<file path="src/rtl/aes_key_store_if.sv">
// Round-key read port between the key store and the round datapath.
// The datapath is the master; the key store is the slave.
interface aes_key_store_if #(
    parameter int KEY_W = 128
);
    logic             rd_en;
    logic [3:0]       rd_addr;
    logic [KEY_W-1:0] rd_data;
    logic             rd_err;

    modport master (
        output rd_en, rd_addr,
        input  rd_data, rd_err
    );

    modport slave (
        input  rd_en, rd_addr,
        output rd_data, rd_err
    );
endinterface

</file>
<file path="src/rtl/aes_key_store.sv">
// AES-128 round-key store: runs the key expansion unit once per key_load,
// captures round keys 0..NR and serves them through a registered read port.
module aes_key_store #(
    parameter int NR    = 10,
    parameter int KEY_W = 128
) (
    input  logic             CLK,
    input  logic             rst_n,
    input  logic             key_load,
    input  logic [KEY_W-1:0] key_in,
    output logic             exp_valid,
    output logic             exp_en,
    output logic [KEY_W-1:0] exp_key,
    input  logic [KEY_W-1:0] rk_in,
    output logic             busy,
    output logic             keys_ready,
    aes_key_store_if.slave   rd
);

    typedef enum logic [1:0] {
        IDLE,
        START,
        EXPAND,
        READY
    } state_t;

    localparam logic [3:0] LAST = 4'(NR);

    state_t           state;
    logic [3:0]       cnt;
    logic [KEY_W-1:0] slot [0:NR];
    logic             load_go;
    logic             rd_ok;

    assign load_go = key_load && (state == IDLE || state == READY);
    assign rd_ok   = keys_ready && (rd.rd_addr <= LAST);

    // Sequencer: start strobe, advance strobes, then READY until reload.
    always_ff @(posedge CLK) begin
        if (!rst_n) begin
            state      <= IDLE;
            cnt        <= '0;
            exp_valid  <= 1'b0;
            exp_en     <= 1'b0;
            busy       <= 1'b0;
            keys_ready <= 1'b0;
            exp_key    <= '0;
        end else begin
            exp_valid <= 1'b0;
            unique case (state)
                IDLE, READY: begin
                    if (key_load) begin
                        exp_key    <= key_in;
                        keys_ready <= 1'b0;
                        exp_valid  <= 1'b1;
                        busy       <= 1'b1;
                        state      <= START;
                    end
                end
                START: begin
                    cnt    <= 4'd1;
                    exp_en <= (4'd1 < LAST);
                    state  <= EXPAND;
                end
                EXPAND: begin
                    if (cnt == LAST) begin
                        cnt        <= '0;
                        exp_en     <= 1'b0;
                        busy       <= 1'b0;
                        keys_ready <= 1'b1;
                        state      <= READY;
                    end else begin
                        cnt    <= cnt + 4'd1;
                        exp_en <= (cnt + 4'd1) < LAST;
                    end
                end
                default: state <= IDLE;
            endcase
        end
    end

    // Round-key capture; contents survive reset but are gated by keys_ready.
    always_ff @(posedge CLK) begin
        if (rst_n) begin
            if (load_go) begin
                slot[0] <= key_in;
            end
            if (state == EXPAND) begin
                slot[cnt] <= rk_in;
            end
        end
    end

    // Registered read port, judged on pre-edge keys_ready.
    always_ff @(posedge CLK) begin
        if (!rst_n) begin
            rd.rd_data <= '0;
            rd.rd_err  <= 1'b0;
        end else if (rd.rd_en) begin
            if (rd_ok) begin
                rd.rd_data <= slot[rd.rd_addr];
                rd.rd_err  <= 1'b0;
            end else begin
                rd.rd_data <= '0;
                rd.rd_err  <= 1'b1;
            end
        end else begin
            rd.rd_err <= 1'b0;
        end
    end

endmodule

</file>
<file path="src/flat_wrapper.sv">
// flat-port wrapper written by rule: the top's interface ports become plain ports
module aes_key_store_flat 
#(
    parameter int NR    = 10,
    parameter int KEY_W = 128
)
  (CLK, rst_n, key_load, key_in, exp_valid, exp_en, exp_key, rk_in, busy, keys_ready, rd_rd_en, rd_rd_addr, rd_rd_data, rd_rd_err);
  aes_key_store_if #(.KEY_W(KEY_W)) rd_i ();
  input  logic CLK;
  input  logic rst_n;
  input  logic key_load;
  input  logic [KEY_W-1:0] key_in;
  output logic exp_valid;
  output logic exp_en;
  output logic [KEY_W-1:0] exp_key;
  input  logic [KEY_W-1:0] rk_in;
  output logic busy;
  output logic keys_ready;
  input wire logic [$bits(rd_i.rd_en)-1:0] rd_rd_en;
  input wire logic [$bits(rd_i.rd_addr)-1:0] rd_rd_addr;
  output wire logic [$bits(rd_i.rd_data)-1:0] rd_rd_data;
  output wire logic [$bits(rd_i.rd_err)-1:0] rd_rd_err;
  assign rd_i.rd_en = rd_rd_en;
  assign rd_i.rd_addr = rd_rd_addr;
  assign rd_rd_data = rd_i.rd_data;
  assign rd_rd_err = rd_i.rd_err;
  aes_key_store #(.NR(NR), .KEY_W(KEY_W)) u_core (.CLK(CLK), .rst_n(rst_n), .key_load(key_load), .key_in(key_in), .exp_valid(exp_valid), .exp_en(exp_en), .exp_key(exp_key), .rk_in(rk_in), .busy(busy), .keys_ready(keys_ready), .rd(rd_i));
endmodule
</file>
<file path="config.mk">
export PLATFORM = sky130hd
export DESIGN_NAME = aes_key_store_flat
export DESIGN_NICKNAME = d
export VERILOG_FILES = /design/src/rtl/aes_key_store_if.sv /design/src/rtl/aes_key_store.sv /design/src/flat_wrapper.sv
export SDC_FILE = /design/constraint.sdc
export NUM_CORES = 2
export LEC_CHECK = 0
export BUFFER_PORTS_ARGS = -buffer_cell sky130_fd_sc_hd__buf_2
export CAP_MARGIN = 30
export CELL_PAD_IN_SITES_DETAIL_PLACEMENT = 1
export CELL_PAD_IN_SITES_GLOBAL_PLACEMENT = 1
export CORE_MARGIN = 1
export CORE_UTILIZATION = 50
export CTS_BUF_LIST = sky130_fd_sc_hd__clkbuf_8 sky130_fd_sc_hd__clkbuf_16
export CTS_CLUSTER_SIZE = 8
export DETAILED_ROUTE_END_ITERATION = 16
export PLACE_DENSITY_LB_ADDON = 0.1
export RECOVER_POWER = 50
export SLEW_MARGIN = 20
export SYNTH_ARGS = -nofsm -noshare
export SYNTH_HDL_FRONTEND = slang
export SYNTH_SLANG_ARGS = --single-unit
</file>
<file path="constraint.sdc">
create_clock -name CLK -period 20.6 [get_ports CLK]
set_input_delay 4.12 -clock CLK [delete_from_list [all_inputs] [get_ports CLK]]
set_output_delay 4.12 -clock CLK [all_outputs]
set_load 0.01 [all_outputs]
</file>
==> results_dict.tcl <==
set metrics [dict create \
    status "finished with violations" \
    violations "capacitance limit, slew limit" \
    yosys.area_share.simple_pct 4.44 \
    io_buffers 524 \
    p_int_w 0.00617 \
    cts_buffer_depth 3 \
    cts_sinks 1675 \
    mostFrequentLayoutCells "edfxtp_1, mux2i_1, nand2_1" \
    insertion_delay_ns 0.82 \
    drt_iter0_markers 2518 \
    rsz0062_at_grt "false" \
    clk_pin_slew_ns 0.05 \
    syn_avg_cell_area_um2 15.8 \
    period_needed_ns 12.30 \
    root_buffer "clkbuf_16" \
    drt-total-wl_um 168000 \
    max_freq_mhz 81.3 \
    antenna_found_initial 3 \
    grt_max_degree 129 \
    reg2reg_slack_ns 12.88 \
    yosys_warnings 0 \
    die_x_um 361 \
    drive_gt1_share_pct 13.1 \
    numCtsBuffers 227 \
    wire_per_inst_um 25.9 \
    synth-edff-count 1408 \
    worst_pin_slew_ns 8.13 \
    dieArea_mm2 0.130 \
    hpwl_um 87800 \
    synth_nets 4335 \
    final_common_cell "edfxtp_1" \
    totalPowerFinal_w 0.00817 \
    min_path_cells 2 \
    area_growth_pct 15.8 \
    grt_pass1_wl_um 249000 \
    end_kind "flip-flop" \
    nFillCells 11973 \
    finalSetupViolCount 0 \
    fp.dieH_um 361 \
    min_path_type "flip-flop to flip-flop" \
    final_util_pct 58.3 \
    hp-start "u_core.exp_key[30]" \
    synth_top_area_share_pct 65.7 \
    fp-row-count 131 \
    path_max_fanout 83 \
    p_per_area_mw_per_mm2 110 \
    clockPowerShare_pct 41.4 \
    swShare_pct 24.5 \
    final.setup.tns_ns 0 \
    synth_cells 4067 \
    synth_fa_ha_area_share_pct 0.0778 \
    drt_first_pass_iters 7 \
    seq_area_mm2 0.0476 \
    synthArstFlopShare_pct 0 \
    required_ns 21.34 \
    floorplan.initialDensity_pct 50.4 \
    drv_cap 27 \
    htree_num_levels 4 \
    drv_slew 924 \
    multi_input_area_mm2 0.0151 \
    synth_area_leaders "edfxtp_1, mux2i_1, dfxtp_1, a22oi_1, nand2_1" \
    worst_setup_path_start_kind "primary input" \
    cts_hold_buf 0 \
    synth_top_flop_cell "edfxtp_1" \
    synth_area_leader_cell "edfxtp_1" \
    leakage_nw 27.4 \
    gr-total-overflow 0 \
    synth_compound_area_share_pct 6.66 \
    worst_ir_drop_vdd_mv 0.0868 \
    syn_area_mm2 0.0644 \
    crit_type "primary input to flip-flop" \
    hold_ws_ns 0.452 \
    vias 37605 \
    hold_viol 0 \
    seqPwrFrac_pct 48.8 \
    fp.coreArea_mm2 0.128 \
    synth_mux_area_share_pct 12.2 \
    synth_xor_area_share_pct 0.0136 \
    layoutNonFillerInstCount 6496 \
    grtUsageTotal_pct 25.6 \
    reg2reg_from "u_core.state[0]" \
    synth_cell_types 41 \
    ys_ff_latch 1675 \
    grt_pass1_vias 39590 \
    finClkSkew_ns 0.0204 \
    drtAntennaViolNets 0 \
    seq_area_frac_synth_pct 74.0 \
    nets 4904 \
    fin_crit_sh_pct 59.7 \
    postCtsSetupRepairBufs 0 \
    ioPinCount 525 \
    p_switching_w 0.00200 \
    place_congestion 0.732 \
    r2r_cells 5 \
    synth_top_family_by_area "multiplexers" \
    hold-path-endpoint "u_core.exp_key[30]" \
    avgViaCountPerCell 5.79 \
    placed_cells 6064 \
    drc 0 \
    cp.arrival_ns 13.04 \
    r2r_end "u_core.slot[3][22]" \
    combPwrFrac_pct 9.8 \
    postCtsResizedCells 0 \
    tritoncts "built" \
    slew-limit-headroom_pct -442 \
]
## worst max-delay path, cell delays in order
cell and delay [ns]:
clkbuf_1 4.31, clkbuf_1 1.37, clkbuf_1 2.26, mux2i_1 0.31, o21ai_0 0.35, a22oi_1 0.12, nand2_1 0.13
## power by group through the flow
stage / Combinational (W) / Clock [W] / Sequential [W]
after floorplan: 0.000485 / 0 / 0.00408
after global placement: 0.000805 / 0 / 0.00404
after CTS: 0.000832 / 0.00345 / 0.00398
final: 0.000800 / 0.00339 / 0.00399
after detailed placement: 0.000828 / 0 / 0.00404
after global routing: 0.000879 / 0.00358 / 0.00400
## worst max path at each step
stage                        from               endpoint  slack, ns
floorplan                   rst_n      u_core.slot[4][0]       2.95
global placement            rst_n    u_core.slot[9][109]      13.22
detailed placement  rd_rd_addr[0]  u_core.rd.rd_data[99]      13.14
CTS                 rd_rd_addr[0]  u_core.rd.rd_data[15]      14.02
global route        rd_rd_addr[0]  u_core.rd.rd_data[46]       7.75
finish              rd_rd_addr[0]  u_core.rd.rd_data[47]       8.30
## area by class of cell
class,instances,share of cell area (%)
flip-flops and latches,1675,63.9
clock buffers,234,7.84
inverters,5,0.0269
multi-input cells,2127,20.3
well taps,1662,2.79
diodes,1,0.00336
repair buffers,600,4.04
clock inverters,192,1.08
## cells in the mapped netlist (2+ instances only)
| cell | instances |
|---|---|
| edfxtp_1 | 1408 |
| mux2i_1 | 640 |
| nand2_1 | 519 |
| a22oi_1 | 385 |
| dfxtp_1 | 267 |
| a21oi_1 | 134 |
| nand3_1 | 132 |
| o21ai_0 | 132 |
| mux2_2 | 128 |
| buf_2 | 92 |
| clkbuf_1 | 57 |
| buf_6 | 55 |
| buf_4 | 28 |
| buf_1 | 21 |
| nor2_1 | 14 |
| nor2b_1 | 6 |
| nand2b_1 | 5 |
| ha_1 | 4 |
| inv_1 | 4 |
| and2_1 | 3 |
| buf_8 | 3 |
| clkbuf_4 | 3 |
| nor3_1 | 3 |
| nor4_1 | 3 |
| and3_1 | 2 |
| nand3b_1 | 2 |
| nand4_1 | 2 |
| or3_1 | 2 |
## routing by layer
| layer | track usage (%) | share of wire, % | vias to the layer above |
|---|---|---|---|
| li1 | - | - | 16793 |
| met4 | 6.89 | 1.8 | 0 |
| met1 | 34.3 | 44 | 19531 |
| met2 | 42.8 | 49 | 1057 |
| met3 | 4.80 | 5.3 | 224 |
| met5 | 0 | 0 | - |
## state kept, by name, summed over array words and instances, names as in the netlist
signal	flops
u_core.slot	1408
u_core.exp_key	128
u_core.rd.rd_data	128
u_core.cnt	4
u_core.state	2
u_core.busy	1
u_core.exp_en	1
u_core.exp_valid	1
u_core.keys_ready	1
u_core.rd.rd_err	1
## metrics by stage
stage	setup slack [ns]	cell area, um^2
after floorplan	2.95	64400
after global placement	13.22	68100
after detailed placement	13.14	68200
after CTS	14.02	74900
after global routing	7.75	74500
final	8.30	74500
## logic make-up (layout without fill, tap and decap cells)
| kind of cell | count (synthesis) | after routing |
|---|---|---|
| xor gates and xnor gates | 1 | 1 |
| AOI/OAI and AO/OA | 659 | 659 |
| and+or+nand+nor | 695 | 695 |
| adders and majority gates | 4 | 4 |
| buffers and inverters | 265 | 1031 |
| DFF | 1675 | 1675 |
| other | 0 | 1 |
| muxes | 768 | 768 |
(Power assumes the default switching activity.)
